==> src/rtl/reg_cmd_sequencer_if.sv <==
// Bundles the sequencer's three links: inbound command stream, register-block strobes and response stream.
// Purely structural: no latency and no storage; backpressure is carried by cmd_ready and rsp_ready.
interface reg_cmd_sequencer_if;
    logic [31:0] cmd_data;
    logic        cmd_valid;
    logic        cmd_ready;
    logic [31:0] reg_data;
    logic        reg_num_le;
    logic        reg_wr_en;
    logic        reg_rd_en;
    logic        reg_illegal;
    logic [31:0] reg_rdata;
    logic [31:0] rsp_data;
    logic        rsp_valid;
    logic        rsp_ready;

    modport master (
        input  cmd_data, cmd_valid, reg_illegal, reg_rdata, rsp_ready,
        output cmd_ready, reg_data, reg_num_le, reg_wr_en, reg_rd_en, rsp_data, rsp_valid
    );

    modport slave (
        output cmd_data, cmd_valid, reg_illegal, reg_rdata, rsp_ready,
        input  cmd_ready, reg_data, reg_num_le, reg_wr_en, reg_rd_en, rsp_data, rsp_valid
    );
endinterface

==> src/rtl/reg_cmd_sequencer.sv <==
// Parses burst read/write commands into register-block strobes and returns read data plus a status word.
// Latency: 4 cycles per write access, 5 per read access; cmd_ready/rsp_valid stall both streams as needed.
module reg_cmd_sequencer #(
    parameter int         CNT_W      = 8,
    parameter logic [7:0] STATUS_TAG = 8'hA5
) (
    input  logic                 clk,
    input  logic                 reset_n,
    reg_cmd_sequencer_if.master  bus,
    output logic                 busy
);
    typedef enum logic [3:0] {
        IDLE, ADDR, CHECK, WDATA, WR, RD, RWAIT, RSP, DRAIN, STATUS
    } state_t;

    state_t             state, state_n;
    logic               op, op_n;
    logic [CNT_W-1:0]   count, count_n;
    logic [CNT_W-1:0]   done, done_n;
    logic [CNT_W-1:0]   remain, remain_n;
    logic [15:0]        addr, addr_n;
    logic               ill, ill_n;
    logic               bad_hdr, bad_hdr_n;
    logic [31:0]        reg_data_n;
    logic [31:0]        rsp_data_n;
    logic               cmd_fire;
    logic               rsp_fire;

    assign cmd_fire = bus.cmd_valid & bus.cmd_ready;
    assign rsp_fire = bus.rsp_valid & bus.rsp_ready;

    always_comb begin
        state_n    = state;
        op_n       = op;
        count_n    = count;
        done_n     = done;
        remain_n   = remain;
        addr_n     = addr;
        ill_n      = ill;
        bad_hdr_n  = bad_hdr;
        reg_data_n = bus.reg_data;
        rsp_data_n = bus.rsp_data;

        case (state)
            IDLE: begin
                if (cmd_fire) begin
                    op_n      = bus.cmd_data[31];
                    count_n   = CNT_W'(bus.cmd_data[23:16]);
                    addr_n    = bus.cmd_data[15:0];
                    done_n    = '0;
                    remain_n  = '0;
                    ill_n     = 1'b0;
                    bad_hdr_n = (bus.cmd_data[30:24] != 7'd0);
                    if (bad_hdr_n || count_n == '0) state_n = STATUS;
                    else                            state_n = ADDR;
                end
            end
            ADDR:  state_n = CHECK;
            CHECK: begin
                if (bus.reg_illegal) begin
                    ill_n = 1'b1;
                    if (op) begin
                        state_n = STATUS;
                    end else begin
                        // Remaining write words must still be pulled off the link.
                        remain_n = count - done;
                        state_n  = DRAIN;
                    end
                end else begin
                    state_n = op ? RD : WDATA;
                end
            end
            WDATA: begin
                if (cmd_fire) begin
                    reg_data_n = bus.cmd_data;
                    state_n    = WR;
                end
            end
            WR: begin
                done_n  = (done == count) ? done : done + 1'b1;
                addr_n  = addr + 16'd1;
                state_n = (done_n == count) ? STATUS : ADDR;
            end
            RD:    state_n = RWAIT;
            RWAIT: begin
                rsp_data_n = bus.reg_rdata;
                state_n    = RSP;
            end
            RSP: begin
                if (rsp_fire) begin
                    done_n  = (done == count) ? done : done + 1'b1;
                    addr_n  = addr + 16'd1;
                    state_n = (done_n == count) ? STATUS : ADDR;
                end
            end
            DRAIN: begin
                if (cmd_fire) begin
                    remain_n = remain - 1'b1;
                    if (remain_n == '0) state_n = STATUS;
                end
            end
            STATUS: begin
                if (rsp_fire) state_n = IDLE;
            end
            default: state_n = IDLE;
        endcase

        if (state_n == ADDR)   reg_data_n = {16'h0, addr_n};
        if (state_n == STATUS) rsp_data_n = {STATUS_TAG, ill_n, bad_hdr_n, 6'b0, 8'(done_n), addr_n[7:0]};
    end

    // Outputs are registered from the next state so they line up with the state they belong to.
    always_ff @(posedge clk or negedge reset_n) begin
        if (!reset_n) begin
            state          <= IDLE;
            op             <= 1'b0;
            count          <= '0;
            done           <= '0;
            remain         <= '0;
            addr           <= '0;
            ill            <= 1'b0;
            bad_hdr        <= 1'b0;
            bus.cmd_ready  <= 1'b1;
            bus.reg_data   <= '0;
            bus.reg_num_le <= 1'b0;
            bus.reg_wr_en  <= 1'b0;
            bus.reg_rd_en  <= 1'b0;
            bus.rsp_data   <= '0;
            bus.rsp_valid  <= 1'b0;
            busy           <= 1'b0;
        end else begin
            state          <= state_n;
            op             <= op_n;
            count          <= count_n;
            done           <= done_n;
            remain         <= remain_n;
            addr           <= addr_n;
            ill            <= ill_n;
            bad_hdr        <= bad_hdr_n;
            bus.cmd_ready  <= (state_n == IDLE) || (state_n == WDATA) || (state_n == DRAIN);
            bus.reg_data   <= reg_data_n;
            bus.reg_num_le <= (state_n == ADDR);
            bus.reg_wr_en  <= (state_n == WR);
            bus.reg_rd_en  <= (state_n == RD);
            bus.rsp_data   <= rsp_data_n;
            bus.rsp_valid  <= (state_n == RSP) || (state_n == STATUS);
            busy           <= (state_n != IDLE);
        end
    end
endmodule

==> src/flat_wrapper.sv <==
// flat-port wrapper written by rule: the top's interface ports become plain ports
module reg_cmd_sequencer_flat 
#(
    parameter int         CNT_W      = 8,
    parameter logic [7:0] STATUS_TAG = 8'hA5
)
  (clk, reset_n, busy, bus_cmd_data, bus_cmd_valid, bus_reg_illegal, bus_reg_rdata, bus_rsp_ready, bus_cmd_ready, bus_reg_data, bus_reg_num_le, bus_reg_wr_en, bus_reg_rd_en, bus_rsp_data, bus_rsp_valid);
  reg_cmd_sequencer_if bus_i ();
  input  logic clk;
  input  logic reset_n;
  output logic busy;
  input wire logic [$bits(bus_i.cmd_data)-1:0] bus_cmd_data;
  input wire logic [$bits(bus_i.cmd_valid)-1:0] bus_cmd_valid;
  input wire logic [$bits(bus_i.reg_illegal)-1:0] bus_reg_illegal;
  input wire logic [$bits(bus_i.reg_rdata)-1:0] bus_reg_rdata;
  input wire logic [$bits(bus_i.rsp_ready)-1:0] bus_rsp_ready;
  output wire logic [$bits(bus_i.cmd_ready)-1:0] bus_cmd_ready;
  output wire logic [$bits(bus_i.reg_data)-1:0] bus_reg_data;
  output wire logic [$bits(bus_i.reg_num_le)-1:0] bus_reg_num_le;
  output wire logic [$bits(bus_i.reg_wr_en)-1:0] bus_reg_wr_en;
  output wire logic [$bits(bus_i.reg_rd_en)-1:0] bus_reg_rd_en;
  output wire logic [$bits(bus_i.rsp_data)-1:0] bus_rsp_data;
  output wire logic [$bits(bus_i.rsp_valid)-1:0] bus_rsp_valid;
  assign bus_i.cmd_data = bus_cmd_data;
  assign bus_i.cmd_valid = bus_cmd_valid;
  assign bus_i.reg_illegal = bus_reg_illegal;
  assign bus_i.reg_rdata = bus_reg_rdata;
  assign bus_i.rsp_ready = bus_rsp_ready;
  assign bus_cmd_ready = bus_i.cmd_ready;
  assign bus_reg_data = bus_i.reg_data;
  assign bus_reg_num_le = bus_i.reg_num_le;
  assign bus_reg_wr_en = bus_i.reg_wr_en;
  assign bus_reg_rd_en = bus_i.reg_rd_en;
  assign bus_rsp_data = bus_i.rsp_data;
  assign bus_rsp_valid = bus_i.rsp_valid;
  reg_cmd_sequencer #(.CNT_W(CNT_W), .STATUS_TAG(STATUS_TAG)) u_core (.clk(clk), .reset_n(reset_n), .bus(bus_i), .busy(busy));
endmodule
==> config.mk <==
export PLATFORM = sky130hd
export DESIGN_NAME = reg_cmd_sequencer_flat
export DESIGN_NICKNAME = d
export VERILOG_FILES = /design/src/rtl/reg_cmd_sequencer_if.sv /design/src/rtl/reg_cmd_sequencer.sv /design/src/flat_wrapper.sv
export SDC_FILE = /design/constraint.sdc
export NUM_CORES = 1
export LEC_CHECK = 0
export ABC_CLOCK_PERIOD_IN_PS = 4400
export BUFFER_PORTS_ARGS = -buffer_cell sky130_fd_sc_hd__buf_2
export CAP_MARGIN = 20
export CORE_MARGIN = 5
export CORE_UTILIZATION = 45
export CTS_BUF_LIST = sky130_fd_sc_hd__clkbuf_8
export CTS_CLUSTER_DIAMETER = 100
export DETAILED_ROUTE_END_ITERATION = 6
export PLACE_DENSITY = 0.77
export REMOVE_ABC_BUFFERS = 1
export SLEW_MARGIN = 25
export SYNTH_ARGS = -nofsm -noshare
export SYNTH_HDL_FRONTEND = slang
export SYNTH_SLANG_ARGS = --single-unit
==> constraint.sdc <==
create_clock -name clk -period 4.4 [get_ports clk]
set_clock_uncertainty 0.05 [all_clocks]
set_input_delay 0.88 -clock clk [delete_from_list [all_inputs] [get_ports clk]]
set_output_delay 0.88 -clock clk [all_outputs]
set_load 0.05 [all_outputs]
==> run_results.csv, run 1 <==
group,metric,value,unit
run_status,outcome,"finished, final reports clean",
clock_network,cts_resized,0,
sta,rsz0062_at_grt,"no",
die,fp.coreArea,0.0139,sq mm
die,io_pins,139,
cells_and_area,fin_nets,918,
clock_network,ctsHoldBuffers,0,
detailed_routing,drc_errors,0,
synthesis,syn_inst,708,
clock_network,cts_tree,"done",
die,chipWidth,129,um
sta,setup-violations-final,0,
die,dieHeight,129,um
pwr,leakage,3.62,nW
global_routing,grt_max_degree,81,
detailed_routing,drtIter0Drc,628,
placement,dp_hpwl,12.5,mm
clock_network,cts_buffers,17,
flow_run,drv_cap,0,
detailed_routing,drtAntennaViolNets,0,
die,fp.dieArea,0.0167,sq mm
global_routing,grt-ovfl-total,0,
cells_and_area,utilization,54.7,%
synthesis,seq_area_frac_synth,45.7,%
clock_network,clkLatencyLatePin,440,ps
synthesis,synth_edf_count,0,
placement,portBuffers,138,
detailed_routing,drt_wl_total,17.3,mm
sta,worst_slew_pin_slew,949,ps
critical_path,cp.required,4720,ps
sta,finalSetupTns,0,ps
global_routing,grt_usage,20.9,%
sta,finalCritPeriodShare,81.4,%
critical_path,cpPeakStageDelay,580,ps
pwr,vdd_drop_max,0.391,mV
sta,relSlewSlack,36.6,%
cells_and_area,final_area,0.00762,sq mm
global_routing,grt_pass1_vias,5523,
clock_network,cts_buffer_depth,2,
pwr,power_switching_share,50.3,%
synthesis,syn_area,0.00641,sq mm
synthesis,synth.avg_cell_area,9.06,sq um
pwr,clkPwrFrac,15.9,%
sta,finalHoldViolCount,0,
pwr,p_seq_share,31.5,%
critical_path,critPathKind,"reg -> reg",
critical_path,crit_family,"simple AND/OR/NAND/NOR gates",
pwr,power.density,755,mW/mm^2
synthesis,ys_seq_elements,117,
critical_path,crit_arrival,3900,ps
sta,fin_crit,3580,ps
synthesis,synthArstFlopShare,100,%
worst_hold_path,min-delay-path-class,"in -> async",
synthesis,synth_cell_types,68,
detailed_routing,viasPerCell,5.70,
synthesis,yosys_warnings,0,
pwr,combPwrFrac,52.6,%
critical_path,cp_max_fo,19,
clock_network,cts_root_buf,"clkbuf_8",
synthesis,ys.flop_type,"dfrtp_1",
global_routing,grt_pass1_wl,27.8,mm
clock_network,clk_pin_slew,70,ps
cells_and_area,insertedDiodeCount,0,
global_routing,antenna_found_initial,0,
sta,drv_slew,0,
detailed_routing,vias,5874,
cells_and_area,drive_gt1_share,24.4,%
pwr,p_int,2.86,mW
detailed_routing,wl_per_cell,16.8,um
sta,hold-worst-slack,393,ps
die,rows,43,
sta,max_freq,279,MHz
pwr,p_sw,2.90,mW
clock_network,h-tree-depth,4,
die,initial_core_util,46.0,%
critical_path,path_buf_inv,2,
critical_path,cp_slowest_cell,"dfrtp_1",
placement,routabilityCongestion,0.928,
critical_path,critPathLaunchType,"register",
detailed_routing,first_pass_iters,6,
clock_network,clkSinkCount,117,
critical_path,endpoint_kind,"register",
critical_path,worstPathCellList,"inv_1 -> ha_1 -> nand4_1 -> nor2_1 -> o211ai_1 -> nor4b_1 -> nand4_2 -> a21oi_4 -> buf_4 -> mux2i_1",
placement,placed_area,0.00725,sq mm
clock_network,post_cts_buffers,0,
cells_and_area,area_growth,18.9,%
==> flip-flops by register name, summed over array words and instances, names as in the netlist <==
| register | cells |
|---|---|
| u_core.op | 1 |
| u_core.bus.cmd_ready | 1 |
| u_core.bus.reg_data | 32 |
| u_core.ill | 1 |
| u_core.busy | 1 |
| u_core.state | 4 |
| u_core.bad_hdr | 1 |
| u_core.bus.reg_rd_en | 1 |
| u_core.count | 8 |
| u_core.bus.reg_wr_en | 1 |
| u_core.done | 8 |
| u_core.bus.rsp_valid | 1 |
| u_core.bus.reg_num_le | 1 |
| u_core.bus.rsp_data | 32 |
| u_core.addr | 16 |
| u_core.remain | 8 |
==> cell usage in the layout (no fill, tap or decap), types with 3 or more instances in the layout <==
cell type	n
nand2_1	134
buf_2	137
nor2b_1	3
and3_1	7
a21o_1	7
o21ai_0	43
nor3b_1	3
ha_1	11
a22oi_1	5
nor2_1	39
clkinv_2	4
nand4_1	19
mux2_4	4
xor2_1	7
o311ai_0	3
a222oi_1	3
a221o_1	4
or2_2	3
nor3_1	8
and2_1	3
or3_1	3
nor4_1	8
mux2_2	7
xnor2_1	6
nand3_1	15
o22ai_1	4
a32oi_1	4
a21oi_1	62
clkbuf_8	19
inv_1	29
nand2b_1	9
mux2i_1	40
dfrtp_1	116
a31oi_1	13
nand3b_1	4
clkinvlp_4	5
buf_4	9
o31ai_1	4
==> power groups by stage <==
stage / logic [mW] / clock network, mW / registers (mW)
2_1_floorplan: 1.39 / 0 / 2.63
3_3_place_gp: 2.98 / 0 / 1.81
3_5_place_dp: 3.01 / 0 / 1.82
4_1_cts: 3.03 / 0.935 / 1.81
5_1_grt: 3.27 / 0.991 / 1.87
6_report: 3.03 / 0.915 / 1.81
==> area by class of cell <==
class                      count  area [sq um]
tap                          180           225
clock buffer                  19           262
timing repair buffer         147           764
clock inverter                13           109
inverter                      29           109
sequential                   117          2930
fill                        1243          6310
multi-input combinational    525          3230
==> per-layer routing <==
metal | routed length, um | track usage, % | up-vias | share of wire, %
met4 | 310 | 6.86 | 0 | 1.8
met5 | 0 | 0 | - | 0
met1 | 7490 | 28.5 | 2801 | 43
met3 | 1220 | 4.78 | 41 | 7.0
li1 | - | - | 2794 | -
met2 | 8310 | 33.3 | 238 | 48
==> final timing paths <==
check                                        start                      end  slack [ps]  depth (start not counted)
max in group asynchronous                  reset_n   u_core.bus.reg_data[5]        3140                          2
max reg2reg                         u_core.done[4]   u_core.bus.rsp_data[3]         820                         10
min in group clk           u_core.bus.rsp_data[29]  u_core.bus.rsp_data[29]         450                          2
max                                 u_core.done[4]   u_core.bus.rsp_data[3]         820                         10
min reg2reg                u_core.bus.rsp_data[29]  u_core.bus.rsp_data[29]         450                          2
min                                        reset_n   u_core.bus.reg_data[4]         390                          1
==> cells by family (layout without fill, tap and decap cells) <==
family                     Yosys count  in the layout  share of synthesized area (%)
adders and majority gates           12             12                           2.46
muxes                               51             51                           8.41
xor gates and xnor gates            14             14                           2.03
DFF                                117            117                           45.7
buffers and inverters               66            208                           4.45
and+or+nand+nor                    272            272                           19.9
AOI/OAI and AO/OA                  176            176                           17.1
==> cells in the mapped netlist (all sizes together) (4+ instances only) <==
library cell  instances  area [sq um]
or2                   4          25.0
o22ai                 4          25.0
clkbuf               24          90.1
and3                  7          43.8
dfrtp               116          2900
nand2b                9          56.3
xor2                  8          77.6
mux2i                40           400
buf                  13          86.3
nor3                  9          50.1
nor2                 42           163
a221o                 4          40.0
nand2               135           514
nor4                 10          68.8
a32oi                 4          35.0
and2                  4          25.0
a22oi                 5          37.5
nand3b                4          30.0
a21oi                63           319
ha                   11           138
a31oi                13          81.3
o31ai                 5          42.5
a21o                  7          52.6
o21ai                43           215
mux2                 11           139
xnor2                 6          52.6
nand4                20           131
nand3                15          75.1
inv                  29           109
==> through the flow <==
stage | cells | power [mW] | setup WS, ps
3_5_place_dp | 998 | 4.83 | 892
2_1_floorplan | 671 | 4.02 | 110
3_3_place_gp | 998 | 4.79 | 1020
4_1_cts | 1030 | 5.77 | 874
5_1_grt | 1030 | 6.13 | 559
6_report | 1030 | 5.75 | 818
==> worst register-to-register path: cells and delay by family, from the launching register on <==
kind            cells  cell delay (ps)
mux                 1              230
compound gates      2              580
fa+ha+maj           1              380
flops               1              580
buf+inv             2              500
simple gates        4             1210
(Power assumes the default switching activity.)
==> inputs of run 2 (changes only) <==
--- a/config.mk
+++ b/config.mk
@@ -5,7 +5,7 @@
 export SDC_FILE = /design/constraint.sdc
 export NUM_CORES = 1
 export LEC_CHECK = 0
-export ABC_CLOCK_PERIOD_IN_PS = 4400
+export ABC_CLOCK_PERIOD_IN_PS = 3430
 export BUFFER_PORTS_ARGS = -buffer_cell sky130_fd_sc_hd__buf_2
 export CAP_MARGIN = 20
 export CORE_MARGIN = 5
==> constraint.sdc (replaced) <==
create_clock -name clk -period 3.43 [get_ports clk]
set_clock_uncertainty 0.05 [all_clocks]
set_input_delay 0.686 -clock clk [delete_from_list [all_inputs] [get_ports clk]]
set_output_delay 0.686 -clock clk [all_outputs]
set_load 0.05 [all_outputs]
==> run 2 against run 1 <==
  * Setup slack worse by 480 ps
  * First-iteration DRC count down 23%
  * Sequential power up 24%
  * Clock-buffer cell count up 3
  * Clock power up 41%
  * Final cell count up 3.3%
  * Sequential share of layout area down 1.6 points
  * Fmax up 16%
  * Core utilization up 2.3 points
  * Die area unchanged
  * Cell area up 4.2%
  * Wire length up 4.5%
  * Critical endpoint is now u_core.bus.rsp_data[0]
==> run_results.csv, run 2 (synthesized netlist as in run 1, its figures left out) <==
group,metric,value,unit
placement,dpl.cell_count,1033,
die,fp.dieArea,0.0167,sq mm
cells_and_area,register_area,0.00293,sq mm
detailed_routing,drc_errors,0,
critical_path,crit_arrival,3400,ps
sta,relSlewSlack,38.4,%
die,fp.coreArea,0.0139,sq mm
placement,place_ws,125,ps
cells_and_area,layout_common_cells,"buf_2, nand2_1, dfrtp_1",
cells_and_area,fin_nets,954,
sta,drv_slew,0,
clock_network,clk_pin_slew,70,ps
global_routing,antenna_found_initial,0,
die,dieHeight,129,um
clock_network,cts_buffer_depth,2,
sta,fin_crit,3090,ps
clock_network,cts_resized,0,
critical_path,cp_max_fo,19,
critical_path,r2r_slack,340,ps
clock_network,clkSinkCount,117,
sta,worst_slew_pin_slew,922,ps
cells_and_area,insertedDiodeCount,0,
cells_and_area,final_area,0.00795,sq mm
critical_path,worstSetupStartpoint,"u_core.count[6]",
cells_and_area,multiInputGateArea,0.00323,sq mm
sta,setup_ws,342,ps
critical_path,reg2reg_from,"u_core.count[6]",
placement,portBuffers,138,
global_routing,grt_usage,22.0,%
sta,max_freq,324,MHz
critical_path,cp.required,3740,ps
detailed_routing,drtIter0Drc,486,
clock_network,cts_buffers,17,
die,initial_core_util,46.0,%
critical_path,critPathLaunchType,"register",
clock_network,post_cts_buffers,0,
clock_network,clkLatencyLatePin,440,ps
critical_path,endpoint,"u_core.bus.rsp_data[0]",
clock_network,ctsHoldBuffers,0,
cells_and_area,drive_gt1_share,27.3,%
placement,dp_hpwl,13.0,mm
pwr,vdd_drop_max,0.579,mV
critical_path,critPathKind,"reg -> reg",
placement,routabilityCongestion,0.979,
clock_network,cts_tree,"done",
sta,hold-worst-slack,223,ps
pwr,power.density,975,mW/mm^2
sta,finalSetupTns,0,ps
detailed_routing,wl_per_cell,17.0,um
critical_path,endpoint_kind,"register",
cells_and_area,utilization,57.0,%
pwr,leakage,3.81,nW
cells_and_area,reg_top3,"u_core.bus.reg_data: 32 flops, u_core.bus.rsp_data: 32 flops, u_core.addr: 16 flops",
cells_and_area,nFillCells,1233,
detailed_routing,drtAntennaViolNets,0,
global_routing,grt_pass1_wl,29.4,mm
detailed_routing,first_pass_iters,5,
pwr,finalPower,7.75,mW
cells_and_area,stdcell_count,1064,
detailed_routing,viasPerCell,5.58,
sta,setup-violations-final,0,
run_status,outcome,"finished, final reports clean",
die,rows,43,
critical_path,rr_worst_depth,10,
worst_hold_path,min-delay-path-class,"in -> async",
clock_network,cts_root_buf,"clkbuf_8",
cells_and_area,area_growth,23.9,%
sta,finalCritPeriodShare,90.0,%
global_routing,grt-ovfl-total,0,
flow_run,drv_cap,0,
die,io_pins,139,
sta,finalHoldViolCount,0,
global_routing,grt_max_degree,52,
clock_network,h-tree-depth,4,
sta,rsz0062_at_grt,"no",
die,chipWidth,129,um
critical_path,timing.rr.end,"u_core.bus.rsp_data[0]",
detailed_routing,vias,5939,
cells_and_area,final_common_cell,"buf_2",
detailed_routing,drt_wl_total,18.1,mm
placement,placed_area,0.00754,sq mm
global_routing,grt_pass1_vias,5863,
-- run 2: cell types whose count changed in the layout (fill, tap and decap cells not counted), sizes merged --
cell      delta
clkbuf       +3
nor2         +1
bufinv       +1
inv          -1
buf         +35
clkinv       -3
clkinvlp     -2
-- run 2: layout make-up --
type	instances	area share, %
multi-input cells	526	40.7
inverters	29	1.37
flip-flops and latches	117	36.9
clock inverters	8	1.26
well taps	180	2.83
clock buffers	22	3.81
repair buffers	182	13.2
-- run 2: how the worst min path moves through the flow --
| stage | endpoint | depth (start not counted) |
|---|---|---|
| after CTS | u_core.bus.reg_data[4] | 1 |
| after detailed placement | u_core.bus.rsp_data[24] | 2 |
| after global routing | u_core.bus.reg_data[4] | 1 |
| after floorplan | u_core.addr[0] | 0 |
| after global placement | u_core.bus.rsp_data[24] | 2 |
| final | u_core.bus.reg_num_le | 1 |
-- run 2: power by group --
part	internal, mW	switching, mW	total [mW]
combinational	1.35	2.86	4.21
clock	0.731	0.559	1.29
sequential	1.89	0.359	2.25
-- run 2: critical path, cell delays in order (launching register included) --
cell and delay (ps):
dfrtp_1 410, ha_1 350, nand4_1 260, nor2_1 260, o211ai_1 140, nor4b_1 410, nand4_2 210, buf_4 190
a21oi_4 300, buf_12 210, mux2i_1 210
-- run 2: per-layer routing --
metal	wire length [um]	global-route usage (%)	up-vias
li1	-	-	2869
met4	324	6.49	0
met1	7690	29.4	2809
met3	1240	5.23	31
met5	0	0	-
met2	8860	35.9	230
